File: src/rtl/fcl_neuron_accum_if.sv
// fcl_neuron_accum_if: partial-sum input stream and neuron result output stream
// of the fully-connected layer-1 neuron accumulator.
interface fcl_neuron_accum_if #(
    parameter int PSUM_WIDTH = 19,
    parameter int OUT_WIDTH  = 16,
    parameter int IDX_WIDTH  = 7
);
    logic [PSUM_WIDTH-1:0] neuron_acc_psum_i;
    logic                  neuron_acc_psum_valid_i;
    logic                  neuron_acc_psum_ready_o;
    logic [OUT_WIDTH-1:0]  neuron_acc_bias_i;
    logic [OUT_WIDTH-1:0]  neuron_acc_out_o;
    logic [IDX_WIDTH-1:0]  neuron_acc_idx_o;
    logic                  neuron_acc_out_valid_o;
    logic                  neuron_acc_out_ready_i;
    modport master (
        output neuron_acc_psum_i, neuron_acc_psum_valid_i, neuron_acc_bias_i, neuron_acc_out_ready_i,
        input  neuron_acc_psum_ready_o, neuron_acc_out_o, neuron_acc_idx_o, neuron_acc_out_valid_o
    );
    modport slave (
        input  neuron_acc_psum_i, neuron_acc_psum_valid_i, neuron_acc_bias_i, neuron_acc_out_ready_i,
        output neuron_acc_psum_ready_o, neuron_acc_out_o, neuron_acc_idx_o, neuron_acc_out_valid_o
    );
endinterface

File: src/rtl/fcl_neuron_accum.sv
// fcl_neuron_accum: accumulates NUM_PARTIALS partial sums, adds a bias, saturates and
// emits one indexed neuron result. Define FCL_NEURON_ACC_RELU_EN to clamp negatives to 0.
module fcl_neuron_accum #(
    parameter int OPERAND_WIDTH = 8,
    parameter int PSUM_WIDTH    = 2*OPERAND_WIDTH+3,
    parameter int NUM_PARTIALS  = 40,
    parameter int NUM_NEURONS   = 120,
    parameter int OUT_WIDTH     = 16,
    parameter int ACC_WIDTH     = PSUM_WIDTH+$clog2(NUM_PARTIALS)+2
) (
    input logic               neuron_acc_clk,
    input logic               neuron_acc_rst,
    fcl_neuron_accum_if.slave bus
);
    localparam int CNT_W = $clog2(NUM_PARTIALS+1);
    localparam int IDX_W = $clog2(NUM_NEURONS);
    localparam logic signed [ACC_WIDTH-1:0] SAT_MAX = ACC_WIDTH'(2**(OUT_WIDTH-1)-1);
    localparam logic signed [ACC_WIDTH-1:0] SAT_MIN = ~SAT_MAX;
    localparam logic [OUT_WIDTH-1:0] OUT_MAX = {1'b0, {(OUT_WIDTH-1){1'b1}}};

    typedef enum logic [1:0] {IDLE, ACCUM, BIAS, OUT} state_t;

    state_t                        state_q, state_d;
    logic signed [ACC_WIDTH-1:0]   acc_q, acc_d;
    logic        [CNT_W-1:0]       cnt_q, cnt_d;
    logic        [OUT_WIDTH-1:0]   bias_q, bias_d;
    logic        [OUT_WIDTH-1:0]   out_q, out_d;
    logic        [IDX_W-1:0]       idx_q, idx_d;
    logic                          valid_q, valid_d;
    logic                          psum_ready;
    logic                          accept;
    logic                          out_fire;
    logic                          last_beat;
    logic signed [ACC_WIDTH-1:0]   psum_ext;
    logic signed [ACC_WIDTH-1:0]   bias_ext;
    logic        [OUT_WIDTH-1:0]   out_sat;

    always_ff @(posedge neuron_acc_clk or posedge neuron_acc_rst) begin
        if (neuron_acc_rst) begin
            state_q <= IDLE;
        end else begin
            state_q <= state_d;
        end
    end

    always_comb begin
        state_d = state_q;
        unique case (state_q)
            IDLE:  if (accept) state_d = (NUM_PARTIALS == 1) ? BIAS : ACCUM;
            ACCUM: if (accept && last_beat) state_d = BIAS;
            BIAS:  state_d = OUT;
            OUT:   if (out_fire) state_d = IDLE;
        endcase
    end

    always_comb begin
        psum_ready                  = (state_q == IDLE) || (state_q == ACCUM);
        bus.neuron_acc_psum_ready_o = psum_ready;
        bus.neuron_acc_out_o        = out_q;
        bus.neuron_acc_idx_o        = idx_q;
        bus.neuron_acc_out_valid_o  = valid_q;
    end

    // The bias is folded into the accumulator during BIAS; the first OUT cycle then
    // registers the saturated value, so valid rises two edges after the last beat.
    always_comb begin
        accept    = bus.neuron_acc_psum_valid_i && psum_ready;
        out_fire  = valid_q && bus.neuron_acc_out_ready_i;
        last_beat = cnt_q == CNT_W'(NUM_PARTIALS-1);
        psum_ext  = ACC_WIDTH'($signed(bus.neuron_acc_psum_i));
        bias_ext  = ACC_WIDTH'($signed(bias_q));
`ifdef FCL_NEURON_ACC_RELU_EN
        out_sat   = acc_q < 0 ? '0 : acc_q > SAT_MAX ? OUT_MAX : acc_q[OUT_WIDTH-1:0];
`else
        out_sat   = acc_q > SAT_MAX ? OUT_MAX : acc_q < SAT_MIN ? ~OUT_MAX : acc_q[OUT_WIDTH-1:0];
`endif
        acc_d     = (state_q == IDLE && accept) ? psum_ext :
                    (state_q == ACCUM && accept) ? acc_q + psum_ext :
                    (state_q == BIAS) ? acc_q + bias_ext : acc_q;
        cnt_d     = (state_q == IDLE && accept) ? CNT_W'(1) :
                    (state_q == ACCUM && accept) ? cnt_q + 1'b1 :
                    out_fire ? '0 : cnt_q;
        bias_d    = (state_q == IDLE && accept) ? bus.neuron_acc_bias_i : bias_q;
        out_d     = (state_q == OUT && !valid_q) ? out_sat : out_q;
        valid_d   = (state_q == OUT && !valid_q) ? 1'b1 : out_fire ? 1'b0 : valid_q;
        idx_d     = !out_fire ? idx_q : idx_q == IDX_W'(NUM_NEURONS-1) ? '0 : idx_q + 1'b1;
    end

    always_ff @(posedge neuron_acc_clk or posedge neuron_acc_rst) begin
        if (neuron_acc_rst) begin
            acc_q   <= '0;
            cnt_q   <= '0;
            bias_q  <= '0;
            out_q   <= '0;
            idx_q   <= '0;
            valid_q <= 1'b0;
        end else begin
            acc_q   <= acc_d;
            cnt_q   <= cnt_d;
            bias_q  <= bias_d;
            out_q   <= out_d;
            idx_q   <= idx_d;
            valid_q <= valid_d;
        end
    end
endmodule

File: src/flat_wrapper.sv
// flat-port wrapper written by rule: the top's interface ports become plain ports
module fcl_neuron_accum_flat 
#(
    parameter int OPERAND_WIDTH = 8,
    parameter int PSUM_WIDTH    = 2*OPERAND_WIDTH+3,
    parameter int NUM_PARTIALS  = 40,
    parameter int NUM_NEURONS   = 120,
    parameter int OUT_WIDTH     = 16,
    parameter int ACC_WIDTH     = PSUM_WIDTH+$clog2(NUM_PARTIALS)+2
)
  (neuron_acc_clk, neuron_acc_rst, bus_neuron_acc_psum_i, bus_neuron_acc_psum_valid_i, bus_neuron_acc_bias_i, bus_neuron_acc_out_ready_i, bus_neuron_acc_psum_ready_o, bus_neuron_acc_out_o, bus_neuron_acc_idx_o, bus_neuron_acc_out_valid_o);
  fcl_neuron_accum_if #(.PSUM_WIDTH(PSUM_WIDTH), .OUT_WIDTH(OUT_WIDTH), .IDX_WIDTH((7))) bus_i ();
  input logic neuron_acc_clk;
  input logic neuron_acc_rst;
  input wire logic [$bits(bus_i.neuron_acc_psum_i)-1:0] bus_neuron_acc_psum_i;
  input wire logic [$bits(bus_i.neuron_acc_psum_valid_i)-1:0] bus_neuron_acc_psum_valid_i;
  input wire logic [$bits(bus_i.neuron_acc_bias_i)-1:0] bus_neuron_acc_bias_i;
  input wire logic [$bits(bus_i.neuron_acc_out_ready_i)-1:0] bus_neuron_acc_out_ready_i;
  output wire logic [$bits(bus_i.neuron_acc_psum_ready_o)-1:0] bus_neuron_acc_psum_ready_o;
  output wire logic [$bits(bus_i.neuron_acc_out_o)-1:0] bus_neuron_acc_out_o;
  output wire logic [$bits(bus_i.neuron_acc_idx_o)-1:0] bus_neuron_acc_idx_o;
  output wire logic [$bits(bus_i.neuron_acc_out_valid_o)-1:0] bus_neuron_acc_out_valid_o;
  assign bus_i.neuron_acc_psum_i = bus_neuron_acc_psum_i;
  assign bus_i.neuron_acc_psum_valid_i = bus_neuron_acc_psum_valid_i;
  assign bus_i.neuron_acc_bias_i = bus_neuron_acc_bias_i;
  assign bus_i.neuron_acc_out_ready_i = bus_neuron_acc_out_ready_i;
  assign bus_neuron_acc_psum_ready_o = bus_i.neuron_acc_psum_ready_o;
  assign bus_neuron_acc_out_o = bus_i.neuron_acc_out_o;
  assign bus_neuron_acc_idx_o = bus_i.neuron_acc_idx_o;
  assign bus_neuron_acc_out_valid_o = bus_i.neuron_acc_out_valid_o;
  fcl_neuron_accum #(.OPERAND_WIDTH(OPERAND_WIDTH), .PSUM_WIDTH(PSUM_WIDTH), .NUM_PARTIALS(NUM_PARTIALS), .NUM_NEURONS(NUM_NEURONS), .OUT_WIDTH(OUT_WIDTH), .ACC_WIDTH(ACC_WIDTH)) u_core (.neuron_acc_clk(neuron_acc_clk), .neuron_acc_rst(neuron_acc_rst), .bus(bus_i));
endmodule
File: config.mk
export PLATFORM = sky130hd
export DESIGN_NAME = fcl_neuron_accum_flat
export DESIGN_NICKNAME = d
export VERILOG_FILES = /design/src/rtl/fcl_neuron_accum_if.sv /design/src/rtl/fcl_neuron_accum.sv /design/src/flat_wrapper.sv
export SDC_FILE = /design/constraint.sdc
export NUM_CORES = 1
export LEC_CHECK = 0
export CORE_MARGIN = 4
export CORE_UTILIZATION = 40
export CTS_CLUSTER_SIZE = 25
export DETAILED_ROUTE_END_ITERATION = 6
export GPL_ROUTABILITY_DRIVEN = 0
export PLACE_DENSITY_LB_ADDON = 0.2
export SLEW_MARGIN = 20
export SYNTH_ARGS = -nofsm -noshare
export SYNTH_HDL_FRONTEND = slang
export SYNTH_SLANG_ARGS = --single-unit
File: constraint.sdc
create_clock -name neuron_acc_clk -period 6.9 [get_ports neuron_acc_clk]
set_input_delay 1.035 -clock neuron_acc_clk [delete_from_list [all_inputs] [get_ports neuron_acc_clk]]
set_output_delay 1.035 -clock neuron_acc_clk [all_outputs]
set_load 0.05 [all_outputs]
### After elaboration in Yosys (flattened, before gate mapping)

Index checks and enable logic that the tools add are counted.

| storage, ports and cells | value |
|---|---|
| register bits after elaboration | 75 |
| latch bits | 0 |
| bits in writable memories | 0 |
| ROM bits | 0 |
| input bits | 39 |
| word-level logic and storage cells | 49 |
| memories | 0 |

| cells by class | value |
|---|---|
| add/sub/neg operators | 4 |
| multiply operators | 0 |
| div/mod/pow operators | 0 |
| magnitude comparators | 2 |
| eq/ne operators | 8 |
| shifts and indexed selects | 0 |
| muxes and demuxes | 15 |
| bitwise operators | 0 |
| reduce and logical (&&, ||, !) cells | 13 |

Operator list:

| operator | number |
|---|---|
| 2-to-1 mux 27 bit | 3 |
| 2-to-1 mux 16 bit | 2 |
| adder 27 x 16 -> 27 bit | 1 |
| adder 27 x 19 -> 27 bit | 1 |
| greater-than comparator 27 x 16 -> 1 bit (second input constant) | 1 |
| less-than comparator 27 x 16 -> 1 bit (second input constant) | 1 |
| 2-to-1 mux 6 bit | 3 |
| one-hot mux 2 bit (4 select lines) | 1 |
| adder 7 x 1 -> 7 bit (second input constant) | 1 |
| equality test 7 bit (second input constant) | 1 |
| 2-to-1 mux 7 bit | 1 |
| adder 6 x 1 -> 6 bit (second input constant) | 1 |
| equality test 6 bit (second input constant) | 1 |
| logical AND 1 bit | 6 |
| 2-to-1 mux 2 bit | 3 |
| inequality test 2 x 1 -> 1 bit (second input constant) | 3 |
| nonzero test 3 bit | 2 |
| equality test 2 bit (second input constant) | 2 |
| AND reduction 3 bit | 1 |
| equality test 2 x 1 -> 1 bit (second input constant) | 1 |
| logical NOT 2 bit | 1 |
| 2-to-1 mux 1 bit | 2 |
| nonzero test 2 bit | 1 |
| logical NOT 1 bit | 1 |
| logical OR 1 bit | 1 |

### Longest topological paths before layout

Gate-level depths: netlist of the first run.

| logic depth | value |
|---|---|
| word-level depth | 6 |
| depth in mapped cells | 18 |
| gate-level depth less buffers | 16 |

### Worst setup path after synthesis of the first run

No wires, ideal clock.

| path | value |
|---|---|
| path kind | input to register |
| from | input bus_neuron_acc_psum_valid_i |
| to | register u_core.acc_q[26] |
| library setup time | 0.133 ns |
| data arrival time | 3.779 ns |
| required time | 6.767 ns |
| path slack | 2.988 ns |
| cell stages on the path | 17 |
| path buffers | 3 |
| cells stage by stage | buf_2 > and2_1 > clkbuf_1 > buf_1 > nand2_1 > nand2_1 > ha_1 > fa_1 > nand3_1 > a21oi_1 > o2111ai_1 > a21oi_2 > a311oi_1 > a211oi_2 > xnor2_1 > a21oi_2 > a2bb2oi_2 |

| on the way | value |
|---|---|
| word-level cells in the longest chain between the ends | 4 |
| elaborated cells between the ends (all ways) | 6 |

Ends and longest elaborated chain:

| element | RTL line | RTL |
|---|---|---|
| from (decl) | flat_wrapper.sv:16 | `input wire logic [$bits(bus_i.neuron_acc_psum_valid_i)-1:0] bus_neuron_acc_psum_valid_i;` |
| logical AND 1 bit * | fcl_neuron_accum.sv:67 | `accept = bus.neuron_acc_psum_valid_i && psum_ready;` |
| logical AND 1 bit | fcl_neuron_accum.sv:78 | `(state_q == ACCUM && accept) ? acc_q + psum_ext :` |
| 2-to-1 mux 27 bit | fcl_neuron_accum.sv:78 |  |
| 2-to-1 mux 27 bit | fcl_neuron_accum.sv:77 | `acc_d = (state_q == IDLE && accept) ? psum_ext :` |
| to (signal assigned) | fcl_neuron_accum.sv:91 | `acc_q <= '0;` |
| to (signal assigned) | fcl_neuron_accum.sv:98 | `acc_q <= acc_d;` |
| to (decl) | fcl_neuron_accum.sv:24 | `logic signed [ACC_WIDTH-1:0] acc_q, acc_d;` |

Mark *: on every way between the ends. The rest lies on a longest branch, timed or not.
A chain may end at the register's enable or synchronous reset.

### Worst setup path after layout of the first run

| path | value |
|---|---|
| from | input bus_neuron_acc_psum_valid_i |
| to | register u_core.acc_q[24] |

Same word-level chain as after synthesis.

==> results of run 1 <==
[sequential cells by signal, summed over array words and instances, names as in the netlist]
signal                             flops
u_core.bus.neuron_acc_idx_o            7
u_core.acc_q                          27
u_core.bus.neuron_acc_out_o           16
u_core.state_q                         2
u_core.bias_q                         16
u_core.bus.neuron_acc_out_valid_o      1
u_core.cnt_q                           6
[layout make-up]
type | count | area [um^2]
Sequential cell | 75 | 1880
Multi-Input combinational cell | 489 | 2820
Tap cell | 143 | 179
Timing Repair Buffer | 68 | 668
Clock inverter | 5 | 28.8
Inverter | 7 | 26.3
Clock buffer | 11 | 243
Fill cell | 1116 | 5770
[logic make-up after synthesis]
family                   synth area share, %
multiplexers                            1.76
AND/OR/NAND/NOR                         23.8
adder cells (fa/ha/maj)                 10.0
buffers and inverters                   2.72
flip-flops                              38.9
XOR/XNOR                                3.81
AO/OA/AOI/OAI                           19.0
[worst reg2reg max path, cell delays in order (launching register included)]
cell	delay (ns)
dfrtp_1	0.40
inv_1	0.17
ha_1	0.24
nand2_1	0.43
and2_1	0.40
a21o_1	0.17
ha_1	0.37
a21oi_1	0.17
o21ai_0	0.15
nor4_2	0.27
a21oi_2	0.14
a311oi_1	0.43
o21bai_1	0.17
xor2_1	0.16
nand2_1	0.07
a31oi_1	0.08
[metal layers]
metal / part of all wire, % / track usage [%] / vias to the layer above
li1: - / - / 2186
met1: 48 / 25.7 / 2028
met2: 45 / 28.4 / 118
met3: 5.3 / 3.17 / 22
met4: 1.8 / 6.89 / 0
met5: 0 / 0 / -
[cell usage after synthesis, types with 4 or more instances]
cell / number / share of area, %
and3_1: 5 / 0.65
ha_1: 37 / 9.6
a21oi_1: 39 / 4.0
nand4_1: 6 / 0.78
a21o_1: 18 / 2.8
mux2_2: 4 / 0.93
nand2_1: 168 / 13
buf_1: 4 / 0.31
xor2_1: 9 / 1.6
nand3_1: 13 / 1.3
mux2i_1: 4 / 0.83
a31oi_1: 16 / 2.1
nor3_1: 11 / 1.1
dfrtp_1: 75 / 39
xnor2_1: 12 / 2.2
inv_1: 7 / 0.54
clkbuf_1: 17 / 1.3
nor2_1: 54 / 4.2
o21ai_0: 45 / 4.7
[stage by stage]
step	hold WS [ns]	cells	util (%)	area, um^2	setup slack, ns
6_report	0.478	798	50.3	5840	2.35
5_1_grt	0.513	798	50.3	5840	2.09
4_1_cts	0.483	798	50.3	5840	2.43
3_5_place_dp	0.467	782	48.0	5570	2.10
3_3_place_gp	0.469	782	48.0	5570	2.25
2_1_floorplan	0.437	596	-	4830	2.99
[worst max path at each step]
stage / slack, ns / startpoint / to
3_3_place_gp: 2.25 / bus_neuron_acc_psum_valid_i / u_core.acc_q[26]
3_5_place_dp: 2.10 / bus_neuron_acc_psum_valid_i / u_core.acc_q[24]
4_1_cts: 2.43 / bus_neuron_acc_psum_valid_i / u_core.acc_q[26]
5_1_grt: 2.09 / bus_neuron_acc_psum_valid_i / u_core.acc_q[26]
6_report: 2.35 / bus_neuron_acc_psum_valid_i / u_core.acc_q[24]
2_1_floorplan: 2.99 / bus_neuron_acc_psum_valid_i / u_core.acc_q[26]
==> reports/results.ini, run 1 <==
[worst_setup_path]
cp-start-kind=primary input
slowest_stage=clkdlybuf4s50_1
timing.critical_path.mode_cell=nand2_1
reg2reg_slack_ns=2.92
reg2reg_depth=15
r2r_start=u_core.state_q[1]
cp_top_family=compound AO/OA/AOI/OAI gates
path_class=in2reg
path_depth=14
end_kind=flip-flop
timing.rr.end=u_core.acc_q[24]
worstPathRequired_ns=7.08
slowest_delay_ns=0.63
crit_chain=clkdlybuf4s50_1, nand2_1, and2_1, a21o_1, ha_1, a21oi_1, o21ai_0, nor4_2, a21oi_2, a311oi_1, o21bai_1, xor2_1, nand2_1, a31oi_1
cp.buffers_inverters=1
arrival_ns=4.73
critPathMaxFanout=18

[synth]
ys_warn_count=0
ys_seq_area_share_pct=38.9
synthArstFlopShare_pct=100
ys_ff_latch=75
synth_cell_type_count=54
avgSynthCellArea_um2=8.10
synthesis.nets=673
synth_edf_count=0
synth_ff_type=dfrtp_1
syn_area_mm2=0.00483
synth_cells=596

[clock_tree]
cts_made_buffers=9
clk_pin_slew_ns=0.06
clock_latency_ns=0.34
h-tree-depth=3
postCtsResizedCells=0
postCtsSetupBuffers=0
clockRootBuffer=clkbuf_16
cts_tree=yes
cts_buffer_depth=2
hold_buffers=0
cts.sinks=75

[sta]
rsz0062_at_grt=no
finalMaxSlewViolations=0
fmax_ghz=0.220
worstMarginPinSlew_ns=0.942
finalHoldViolations=0
fin_worst_skew_ns=0.00437
setup_viol=0
finalCriticalPeriod_ns=4.55
slew_headroom_pct=37.2
setup-tns-final_ns=0
min_period_over_period_pct=66.0

[die]
dieHeight_um=118
core-area_mm2=0.0116
fp.dieW_um=118
die_area_mm2=0.0139
ioPinCount=64
row_count=39
start_util_pct=41.6

[detailed_routing]
drt_iter0_drc=367
wl_per_cell_um=15.6
totalWireLength_mm=12.4
vias_per_cell=5.46
via_count=4354
firstDrtPassIters=5
route.detailed.drc=0
detail-route-antenna-nets=0

[grt]
grt_max_degree=76
grt_pass1_vias=4231
antenna_found_initial=0
grt_usage_pct=18.3
grt.overflow.total=0
grt_pass1_wl_mm=21.2

[final_layout]
nNetsFinal=727
syn2layout_area_growth_pct=21.0
final_cell_mix=nand2_1, dfrtp_1, clkdlybuf4s50_1, nor2_1, o21ai_0
n_antenna_cell=0
drive_gt1_share_pct=5.34
final_common_cell=nand2_1

[placed_design]
numPortBuffers=63
dp_hpwl_mm=8.87

[min_path]
hp-class=reg2reg
whs_path_depth=2
hold_path.startpoint=u_core.bias_q[8]
holdPathEnd=u_core.bias_q[8]

[outcome]
status=finished, final reports clean

[run]
drv_cap=0

Power of run 1 is left out: the tool's default activity adds up to more than one toggle a clock period on the data nets, which glitch-free logic cannot reach.
==> run 2: changes to the inputs <==
- clock period: 6.9 -> 4.2 ns (I/O delays scaled with it)
==> reports/results.ini, run 2 (synthesis results as in run 1) <==
[final_layout]
nNetsFinal=736
final_cell_mix=nand2_1, dfrtp_1, clkdlybuf4s50_1, nor2_1, o21ai_0
drive_gt1_share_pct=6.78
n_antenna_cell=0
largest-register=u_core.acc_q
largest_reg_flops=27
syn2layout_area_growth_pct=24.8
final_common_cell=nand2_1

[worst_setup_path]
end_kind=flip-flop
slowest_stage=clkdlybuf4s50_1
reg2reg_slack_ns=0.61
crit_chain=clkdlybuf4s50_1, and2_1, buf_12, nand2_1, nand2_1, ha_1, fa_1, nand3_1, a21oi_1, o2111ai_1, a21oi_2, a311oi_1, a211oi_2, xnor2_1, a21oi_2, a2bb2oi_2
path_class=in2reg
critPathMaxFanout=20
worstPathRequired_ns=4.39
r2r_start=u_core.state_q[1]
arrival_ns=3.78
cp_top_family=compound AO/OA/AOI/OAI gates
reg2reg_depth=17
timing.rr.end=u_core.acc_q[26]
cp-start-kind=primary input
cp.buffers_inverters=2
slowest_delay_ns=0.46

[placed_design]
numPortBuffers=63
dp_hpwl_mm=9.20

[sta]
worstMarginPinSlew_ns=0.950
finalMaxSlewViolations=0
slew_headroom_pct=36.7
rsz0062_at_grt=no
fin_worst_skew_ns=0.00669
setup-tns-final_ns=0
fmax_ghz=0.279
setup_viol=0
finalCriticalPeriod_ns=3.59
finalHoldViolations=0
min_period_over_period_pct=85.5

[die]
row_count=39
start_util_pct=41.6
core-area_mm2=0.0116
die_area_mm2=0.0139
ioPinCount=64
fp.dieW_um=118
dieHeight_um=118

[clock_tree]
clk_pin_slew_ns=0.06
cts_tree=yes
cts_made_buffers=9
cts.sinks=75
h-tree-depth=3
postCtsResizedCells=0
postCtsSetupBuffers=0
clock_latency_ns=0.34
clockRootBuffer=clkbuf_16
hold_buffers=0
cts_buffer_depth=2

[min_path]
holdPathEnd=u_core.bus.neuron_acc_out_o[6]
hp-class=reg2reg
whs_path_depth=2
hold_path.startpoint=u_core.bus.neuron_acc_out_o[6]

[detailed_routing]
drt_iter0_drc=251
detail-route-antenna-nets=0
wl_per_cell_um=15.4
totalWireLength_mm=12.4
route.detailed.drc=0
vias_per_cell=5.39
firstDrtPassIters=5
via_count=4346

[grt]
grt.overflow.total=0
grt_usage_pct=18.6
grt_pass1_wl_mm=21.3
grt_max_degree=76
antenna_found_initial=0
grt_pass1_vias=4328

[run]
drv_cap=0

[outcome]
status=finished, final reports clean

run 2: changes by cell type in the layout (fill, tap and decap cells not counted), sizes merged:
cell / change
buf: +9
bufinv: +4
clkbuf: -1
clkinv: -4
clkinvlp: +1
run 2: layer usage:
metal	vias to the layer above	wire (um)	track usage, %
li1	2196	-	-
met1	2017	6040	25.7
met2	115	5540	29.1
met3	18	619	3.80
met4	0	207	6.30
met5	-	0	0
run 2: how the worst max path moves through the flow:
stage	from	end	slack, ns	cells after the start
4_1_cts	bus_neuron_acc_psum_valid_i	u_core.acc_q[24]	0.63	16
5_1_grt	u_core.state_q[1]	u_core.acc_q[24]	0.28	16
2_1_floorplan	bus_neuron_acc_psum_valid_i	u_core.acc_q[26]	0.69	17
3_5_place_dp	bus_neuron_acc_psum_valid_i	u_core.acc_q[24]	0.29	16
3_3_place_gp	bus_neuron_acc_psum_valid_i	u_core.acc_q[24]	0.35	16
6_report	bus_neuron_acc_psum_valid_i	u_core.acc_q[26]	0.61	16
run 2: layout make-up:
cell class              count  area, um^2
fillers                  1118        5590
multi-input cells         489        2820
flip-flops and latches     75        1880
repair buffers             77         748
clock buffers              10         239
well taps                 143         179
clock inverters             6         136
inverters                   7        26.3
run 2: metrics by stage:
step	hold slack (ns)	instance area, um^2	std cells	utilization (%)	worst slack [ns]
final	0.473	6020	807	51.9	0.610
after floorplan	0.437	4830	596	-	0.693
after CTS	0.481	6020	807	51.9	0.632
after global routing	0.520	6020	807	51.9	0.285
after detailed placement	0.465	5650	791	48.6	0.294
after global placement	0.459	5650	791	48.6	0.346
run 2: tightest hold or removal path: cells and delay by family, from the launching register on:
| kind | cells | cell delay (ns) |
|---|---|---|
| flip-flops | 1 | 0.33 |
| AO/OA/AOI/OAI | 1 | 0.06 |
| AND/OR/NAND/NOR | 1 | 0.05 |
Power of run 2 is left out for the same reason.
